File: src/rtl/clk_div_pkg.sv
// Shared definitions for the multi-channel clock/tick generator.
//   CNT_W_DEFAULT : default counter / divisor / high-time width
//   cnt_t         : counter word at the default width
//   SYS_CLK_HZ    : system clock frequency the divisors are relative to
//   ch_state_e    : per-channel run state
package clk_div_pkg;

    localparam int unsigned CNT_W_DEFAULT = 32;
    localparam int unsigned SYS_CLK_HZ    = 50_000_000;

    typedef logic [CNT_W_DEFAULT-1:0] cnt_t;

    typedef enum logic {
        IDLE = 1'b0,
        RUN  = 1'b1
    } ch_state_e;

endpackage

File: src/rtl/clk_div_channel.sv
// One divider channel: period counter, double-buffered divisor/high time,
// registered divided output and period-start tick.
//   clk, reset      : system clock, synchronous active-low reset
//   en              : run enable (level)
//   load            : strobe capturing div_in/hi_in
//   sync_start      : force a period restart (tie low when unused)
//   div_in, hi_in   : requested period and high time in clk cycles
//   clk_out, tick   : registered divided output and period-start pulse
//   busy            : an update is pending until the next wrap
module clk_div_channel
    import clk_div_pkg::*;
#(
    parameter int unsigned CNT_W = CNT_W_DEFAULT
) (
    input  logic             clk,
    input  logic             reset,
    input  logic             en,
    input  logic             load,
    input  logic             sync_start,
    input  logic [CNT_W-1:0] div_in,
    input  logic [CNT_W-1:0] hi_in,
    output logic             clk_out,
    output logic             tick,
    output logic             busy
);

    ch_state_e        state_q, state_d;
    logic [CNT_W-1:0] count_q, count_d;
    logic [CNT_W-1:0] div_a_q, div_a_d;
    logic [CNT_W-1:0] hi_a_q,  hi_a_d;
    logic [CNT_W-1:0] div_p_q, div_p_d;
    logic [CNT_W-1:0] hi_p_q,  hi_p_d;
    logic             pend_q,  pend_d;
    logic             clk_out_q, clk_out_d;
    logic             tick_q,    tick_d;
    logic             wrap;

    // State and data registers
    always_ff @(posedge clk) begin
        if (!reset) begin
            state_q   <= IDLE;
            count_q   <= '0;
            div_a_q   <= '0;
            hi_a_q    <= '0;
            div_p_q   <= '0;
            hi_p_q    <= '0;
            pend_q    <= 1'b0;
            clk_out_q <= 1'b0;
            tick_q    <= 1'b0;
        end else begin
            state_q   <= state_d;
            count_q   <= count_d;
            div_a_q   <= div_a_d;
            hi_a_q    <= hi_a_d;
            div_p_q   <= div_p_d;
            hi_p_q    <= hi_p_d;
            pend_q    <= pend_d;
            clk_out_q <= clk_out_d;
            tick_q    <= tick_d;
        end
    end

    // Next-state, counter and shadow-register update
    always_comb begin
        state_d   = state_q;
        count_d   = count_q;
        div_a_d   = div_a_q;
        hi_a_d    = hi_a_q;
        div_p_d   = div_p_q;
        hi_p_d    = hi_p_q;
        pend_d    = pend_q;
        clk_out_d = 1'b0;
        tick_d    = 1'b0;
        wrap      = 1'b0;

        // div_a_q is never zero while running; the guard keeps the decrement safe
        if (state_q == RUN && div_a_q != '0) begin
            wrap = (count_q == div_a_q - CNT_W'(1));
        end

        if (!en || state_q == IDLE) begin
            // Idle: outputs low, updates land in the active set immediately
            count_d = '0;
            if (pend_q) begin
                div_a_d = div_p_q;
                hi_a_d  = hi_p_q;
            end
            if (load) begin
                div_a_d = div_in;
                hi_a_d  = hi_in;
            end
            pend_d  = 1'b0;
            state_d = (en && div_a_d != '0) ? RUN : IDLE;
        end else begin
            tick_d    = (count_q == '0);
            clk_out_d = (count_q < hi_a_q);
            if (sync_start || wrap) begin
                // Period boundary: a same-edge load beats the older pending value
                count_d = '0;
                if (load) begin
                    div_a_d = div_in;
                    hi_a_d  = hi_in;
                end else if (pend_q) begin
                    div_a_d = div_p_q;
                    hi_a_d  = hi_p_q;
                end
                pend_d = 1'b0;
                if (div_a_d == '0) begin
                    state_d = IDLE;
                end
            end else begin
                count_d = count_q + CNT_W'(1);
                if (load) begin
                    div_p_d = div_in;
                    hi_p_d  = hi_in;
                    pend_d  = 1'b1;
                end
            end
        end
    end

    assign clk_out = clk_out_q;
    assign tick    = tick_q;
    assign busy    = pend_q;

endmodule

File: src/rtl/clk_div_multi.sv
// Multi-channel clock/tick generator: NUM_CH independent runtime-programmable
// dividers of the system clock with glitch-free, period-aligned rate updates.
// Optional feature macro: CLK_DIV_MULTI_SYNC_EN adds sync_start, which
// restarts all running channels together and applies their pending updates.
//   clk, reset         : system clock, synchronous active-low reset
//   en, load           : per-channel enable level / update strobe
//   divisor, high_cnt  : channel i at [i*CNT_W +: CNT_W]
//   clk_out, tick      : per-channel divided output / period-start pulse
//   busy               : per-channel pending update flag
//   sync_start         : (macro only) phase-align all running channels
module clk_div_multi
    import clk_div_pkg::*;
#(
    parameter int unsigned NUM_CH = 4,
    parameter int unsigned CNT_W  = CNT_W_DEFAULT
) (
    input  logic                    clk,
    input  logic                    reset,
    input  logic [NUM_CH-1:0]       en,
    input  logic [NUM_CH-1:0]       load,
    input  logic [NUM_CH*CNT_W-1:0] divisor,
    input  logic [NUM_CH*CNT_W-1:0] high_cnt,
    output logic [NUM_CH-1:0]       clk_out,
    output logic [NUM_CH-1:0]       tick,
    output logic [NUM_CH-1:0]       busy
`ifdef CLK_DIV_MULTI_SYNC_EN
    ,
    input  logic                    sync_start
`endif
);

    logic sync_w;

`ifdef CLK_DIV_MULTI_SYNC_EN
    assign sync_w = sync_start;
`else
    assign sync_w = 1'b0;
`endif

    // One independent divider per channel
    for (genvar i = 0; i < NUM_CH; i++) begin : g_ch
        clk_div_channel #(
            .CNT_W (CNT_W)
        ) u_ch (
            .clk        (clk),
            .reset      (reset),
            .en         (en[i]),
            .load       (load[i]),
            .sync_start (sync_w),
            .div_in     (divisor[i*CNT_W +: CNT_W]),
            .hi_in      (high_cnt[i*CNT_W +: CNT_W]),
            .clk_out    (clk_out[i]),
            .tick       (tick[i]),
            .busy       (busy[i])
        );
    end

endmodule

File: config.mk
export PLATFORM = sky130hd
export DESIGN_NAME = clk_div_multi
export DESIGN_NICKNAME = d
export VERILOG_FILES = /design/src/rtl/clk_div_pkg.sv /design/src/rtl/clk_div_channel.sv /design/src/rtl/clk_div_multi.sv
export SDC_FILE = /design/constraint.sdc
export NUM_CORES = 2
export LEC_CHECK = 0
export ABC_AREA = 1
export BUFFER_PORTS_ARGS = -buffer_cell sky130_fd_sc_hd__buf_2
export CAP_MARGIN = 20
export CORE_ASPECT_RATIO = 0.6
export CORE_MARGIN = 2
export CORE_UTILIZATION = 50
export DETAILED_ROUTE_END_ITERATION = 10
export GPL_ROUTABILITY_DRIVEN = 0
export PLACE_DENSITY_LB_ADDON = 0.05
export SETUP_SLACK_MARGIN = 0.4
export SYNTH_ARGS = -nofsm -noshare
export SYNTH_HDL_FRONTEND = slang
export SYNTH_SLANG_ARGS = --single-unit
File: constraint.sdc
create_clock -name clk -period 3.6 [get_ports clk]
set_input_delay 0.36 -clock clk [delete_from_list [all_inputs] [get_ports clk]]
set_output_delay 0.36 -clock clk [all_outputs]
set_load 0.05 [all_outputs]
==> impl_metrics.json <==
{
  "status": "completed",
  "drv_cap": 0,
  "start_util_pct": 50.4,
  "drtIter0Drc": 3969,
  "cts_tree": "built",
  "final_common_cell": "nand2_1",
  "sw_frac_of_total_pct": 30.1,
  "io_pins": 278,
  "io_buffers": 277,
  "holdPathStages": 3,
  "ir_worst_vdd_v": 0.000340,
  "placed_cell_area_um2": 41200,
  "yosysWarnings": 0,
  "fin_nets": 7006,
  "core_area_um2": 77400,
  "drive_gt1_share_pct": 8.50,
  "die_x_um": 365,
  "final_max_slew_viol_count": 0,
  "clkTransAtPathRegs_ps": 70,
  "pwr-share-seq_pct": 42.2,
  "setup_viol_count_final": 0,
  "required_ps": 4120,
  "synth_cell_types": 50,
  "hold_class": "in2reg",
  "dr.pass1.iters": 8,
  "via_count": 39900,
  "report.final.hold_viol_count": 0,
  "grt_pass1_wl_um": 189000,
  "clock_sinks": 656,
  "fillers": 7581,
  "pwr-share-clk_pct": 39.3,
  "p_leak_nw": 21.6,
  "intPower_mw": 13.0,
  "crit_type": "reg2reg",
  "root_buffer": "clkbuf_16",
  "p_per_area_nw_per_um2": 409,
  "p_switching_mw": 5.61,
  "endpoint_kind": "flop",
  "hold_end": "g_ch[3].u_ch.div_p_q[24]",
  "r2r-end": "g_ch[3].u_ch.count_q[23]",
  "grt_overflow": 0,
  "synth_nets": 6657,
  "p_comb_share_pct": 18.4,
  "htreeDepth": 3,
  "start_kind": "flop",
  "fp.dieArea_um2": 80300,
  "worstMarginPinSlew_ps": 981,
  "cts_buffer_depth": 3,
  "skew_ps": 14.4,
  "syn_to_final_growth_pct": 16.9,
  "first_global_vias": 35100,
  "grt_setup_unrepaired": "false",
  "final_cell_mix": "nand2_1 (1,675), nor2_1 (1,236), inv_1 (792)",
  "period_needed_ps": 3050,
  "drtAntennaViolNets": 0,
  "synth_edf_count": 0,
  "utilization_pct": 58.9,
  "critical_path.max_fanout": 32,
  "period_share_pct": 84.7,
  "cts_buffers": 69,
  "netlist_area_um2": 39000,
  "syn-instance-count": 6254,
  "wirelength_um": 120000,
  "ys_async_sr_fraction_pct": 0,
  "worst_ep_arrival_time_ps": 3570,
  "grt_usage_pct": 29.1,
  "core.rowCount": 79,
  "regToRegSetupSlack_ps": 550,
  "worstHoldStart": "divisor[120]",
  "grt_start_max_net_pins": 141,
  "yosysSeqAreaShare_pct": 33.7,
  "die_y_um": 220,
  "postLayoutCellArea_um2": 45600,
  "viasPerCell": 5.18,
  "synth_ff_type": "dfxtp_1",
  "wl_per_cell_um": 15.6,
  "r2r_start": "g_ch[3].u_ch.div_a_q[0]",
  "setup_tns_ps": 0,
  "hpwl_um": 85900,
  "ys_ff_latch": 656,
  "slew_headroom_pct": 34.6,
  "drc": 0,
  "r2r_cells": 15,
  "clk_latency_ps": 650,
  "synth.avg_cell_area_um2": 6.23,
  "whs_ps": 41.8,
  "fmax_mhz": 328,
  "antenna_found_initial": 4
}
area by class of cell:
cell class | instances | area (um2) | share of cell area [%]
clock inverters | 16 | 141 | 0.310
inverters | 805 | 3020 | 6.64
repair buffers | 558 | 4150 | 9.11
multi-input cells | 4513 | 21700 | 47.6
diodes | 3 | 7.51 | 0.0165
flip-flops and latches | 656 | 13100 | 28.8
clock buffers | 100 | 2100 | 4.60
well taps | 1053 | 1320 | 2.89
cells in the mapped netlist (all sizes together), types with 24 or more instances:
library cell,count,area share (%)
nand2,1690,16
nor2,1266,12
inv,801,7.7
dfxtp,656,34
o21ai,320,4.1
a21oi,197,2.5
nand3,184,2.4
nand4,174,2.8
buf,144,2.0
clkbuf,141,1.4
ha,137,4.4
nor3,115,1.5
xor2,106,2.4
nor4,53,0.85
xnor2,51,1.1
a22oi,44,0.85
o221ai,25,0.56
o211ai,24,0.46
registers in the layout (all words and copies together), names as in the netlist:
signal,count
g_ch.u_ch.hi_a_q,128
g_ch.u_ch.clk_out,4
g_ch.u_ch.busy,4
g_ch.u_ch.tick,4
g_ch.u_ch.state_q,4
g_ch.u_ch.div_a_q,128
g_ch.u_ch.div_p_q,128
g_ch.u_ch.hi_p_q,128
g_ch.u_ch.count_q,128
what timing repair did:
action / in CTS / in global routing
hold endpoints to repair: 184 / 0
hold buffers: 184 / 0
pin swaps: 0 / 7
resized for setup: 2 / 26
buffers inserted: 0 / 17
cloned: 0 / 5
endpoints found under the setup margin: 33 / 621
metal layers:
| metal | wire, um | share of wire [%] | track usage, % | vias up |
|---|---|---|---|---|
| li1 | - | - | - | 20400 |
| met1 | 60400 | 50 | 44.9 | 18000 |
| met2 | 47000 | 39 | 40.1 | 1326 |
| met3 | 11100 | 9.2 | 7.31 | 132 |
| met4 | 1870 | 1.6 | 5.48 | 0 |
| met5 | 0 | 0 | 0 | - |
kinds of logic after synthesis:
| group | after synthesis | synth area share (%) |
|---|---|---|
| DFF | 656 | 33.7 |
| and+or+nand+nor | 3524 | 37.1 |
| AOI/OAI and AO/OA | 687 | 10.0 |
| xor gates and xnor gates | 160 | 3.70 |
| buffers and inverters | 1090 | 11.2 |
| adders and majority gates | 137 | 4.40 |
metrics by stage:
stage	std cells	setup WS [ps]	total power, mW
3_5_place_dp	7379	380	11.1
4_1_cts	7679	452	18.6
2_1_floorplan	6254	1180	10.2
3_3_place_gp	7379	489	11.1
6_report	7704	553	18.6
5_1_grt	7704	394	19.5
power by group through the flow:
stage	logic [mW]	clock network (mW)	registers (mW)
3_5_place_dp	3.11	0	8.03
2_1_floorplan	2.25	0	7.94
3_3_place_gp	3.08	0	8.02
4_1_cts	3.29	7.47	7.86
6_report	3.43	7.33	7.87
5_1_grt	3.88	7.74	7.90
critical path, stage by stage (launching register included):
cell	delay, ps
dfxtp_1	330
inv_1	120
ha_1	220
nand3_2	190
nor2_1	400
xor2_1	180
nand2_1	80
nor2_1	110
nand2_1	70
nor2_1	140
nand3_1	90
nor2_1	120
nand2_2	160
nand3_1	220
buf_4	380
nor3b_1	100
how the worst max path moves through the flow:
stage / cells after the start / start / to / slack (ps)
floorplan: 20 / g_ch[0].u_ch.div_a_q[0] / g_ch[0].u_ch.hi_a_q[10] / 1180
global placement: 20 / g_ch[3].u_ch.div_a_q[0] / g_ch[3].u_ch.hi_a_q[9] / 490
detailed placement: 20 / g_ch[3].u_ch.div_a_q[0] / g_ch[3].u_ch.hi_a_q[8] / 380
CTS: 16 / g_ch[0].u_ch.div_a_q[0] / g_ch[0].u_ch.hi_p_q[17] / 450
global route: 17 / g_ch[1].u_ch.div_a_q[2] / g_ch[1].u_ch.hi_a_q[8] / 390
finish: 15 / g_ch[3].u_ch.div_a_q[0] / g_ch[3].u_ch.count_q[23] / 550
(Power assumes the default switching activity.)
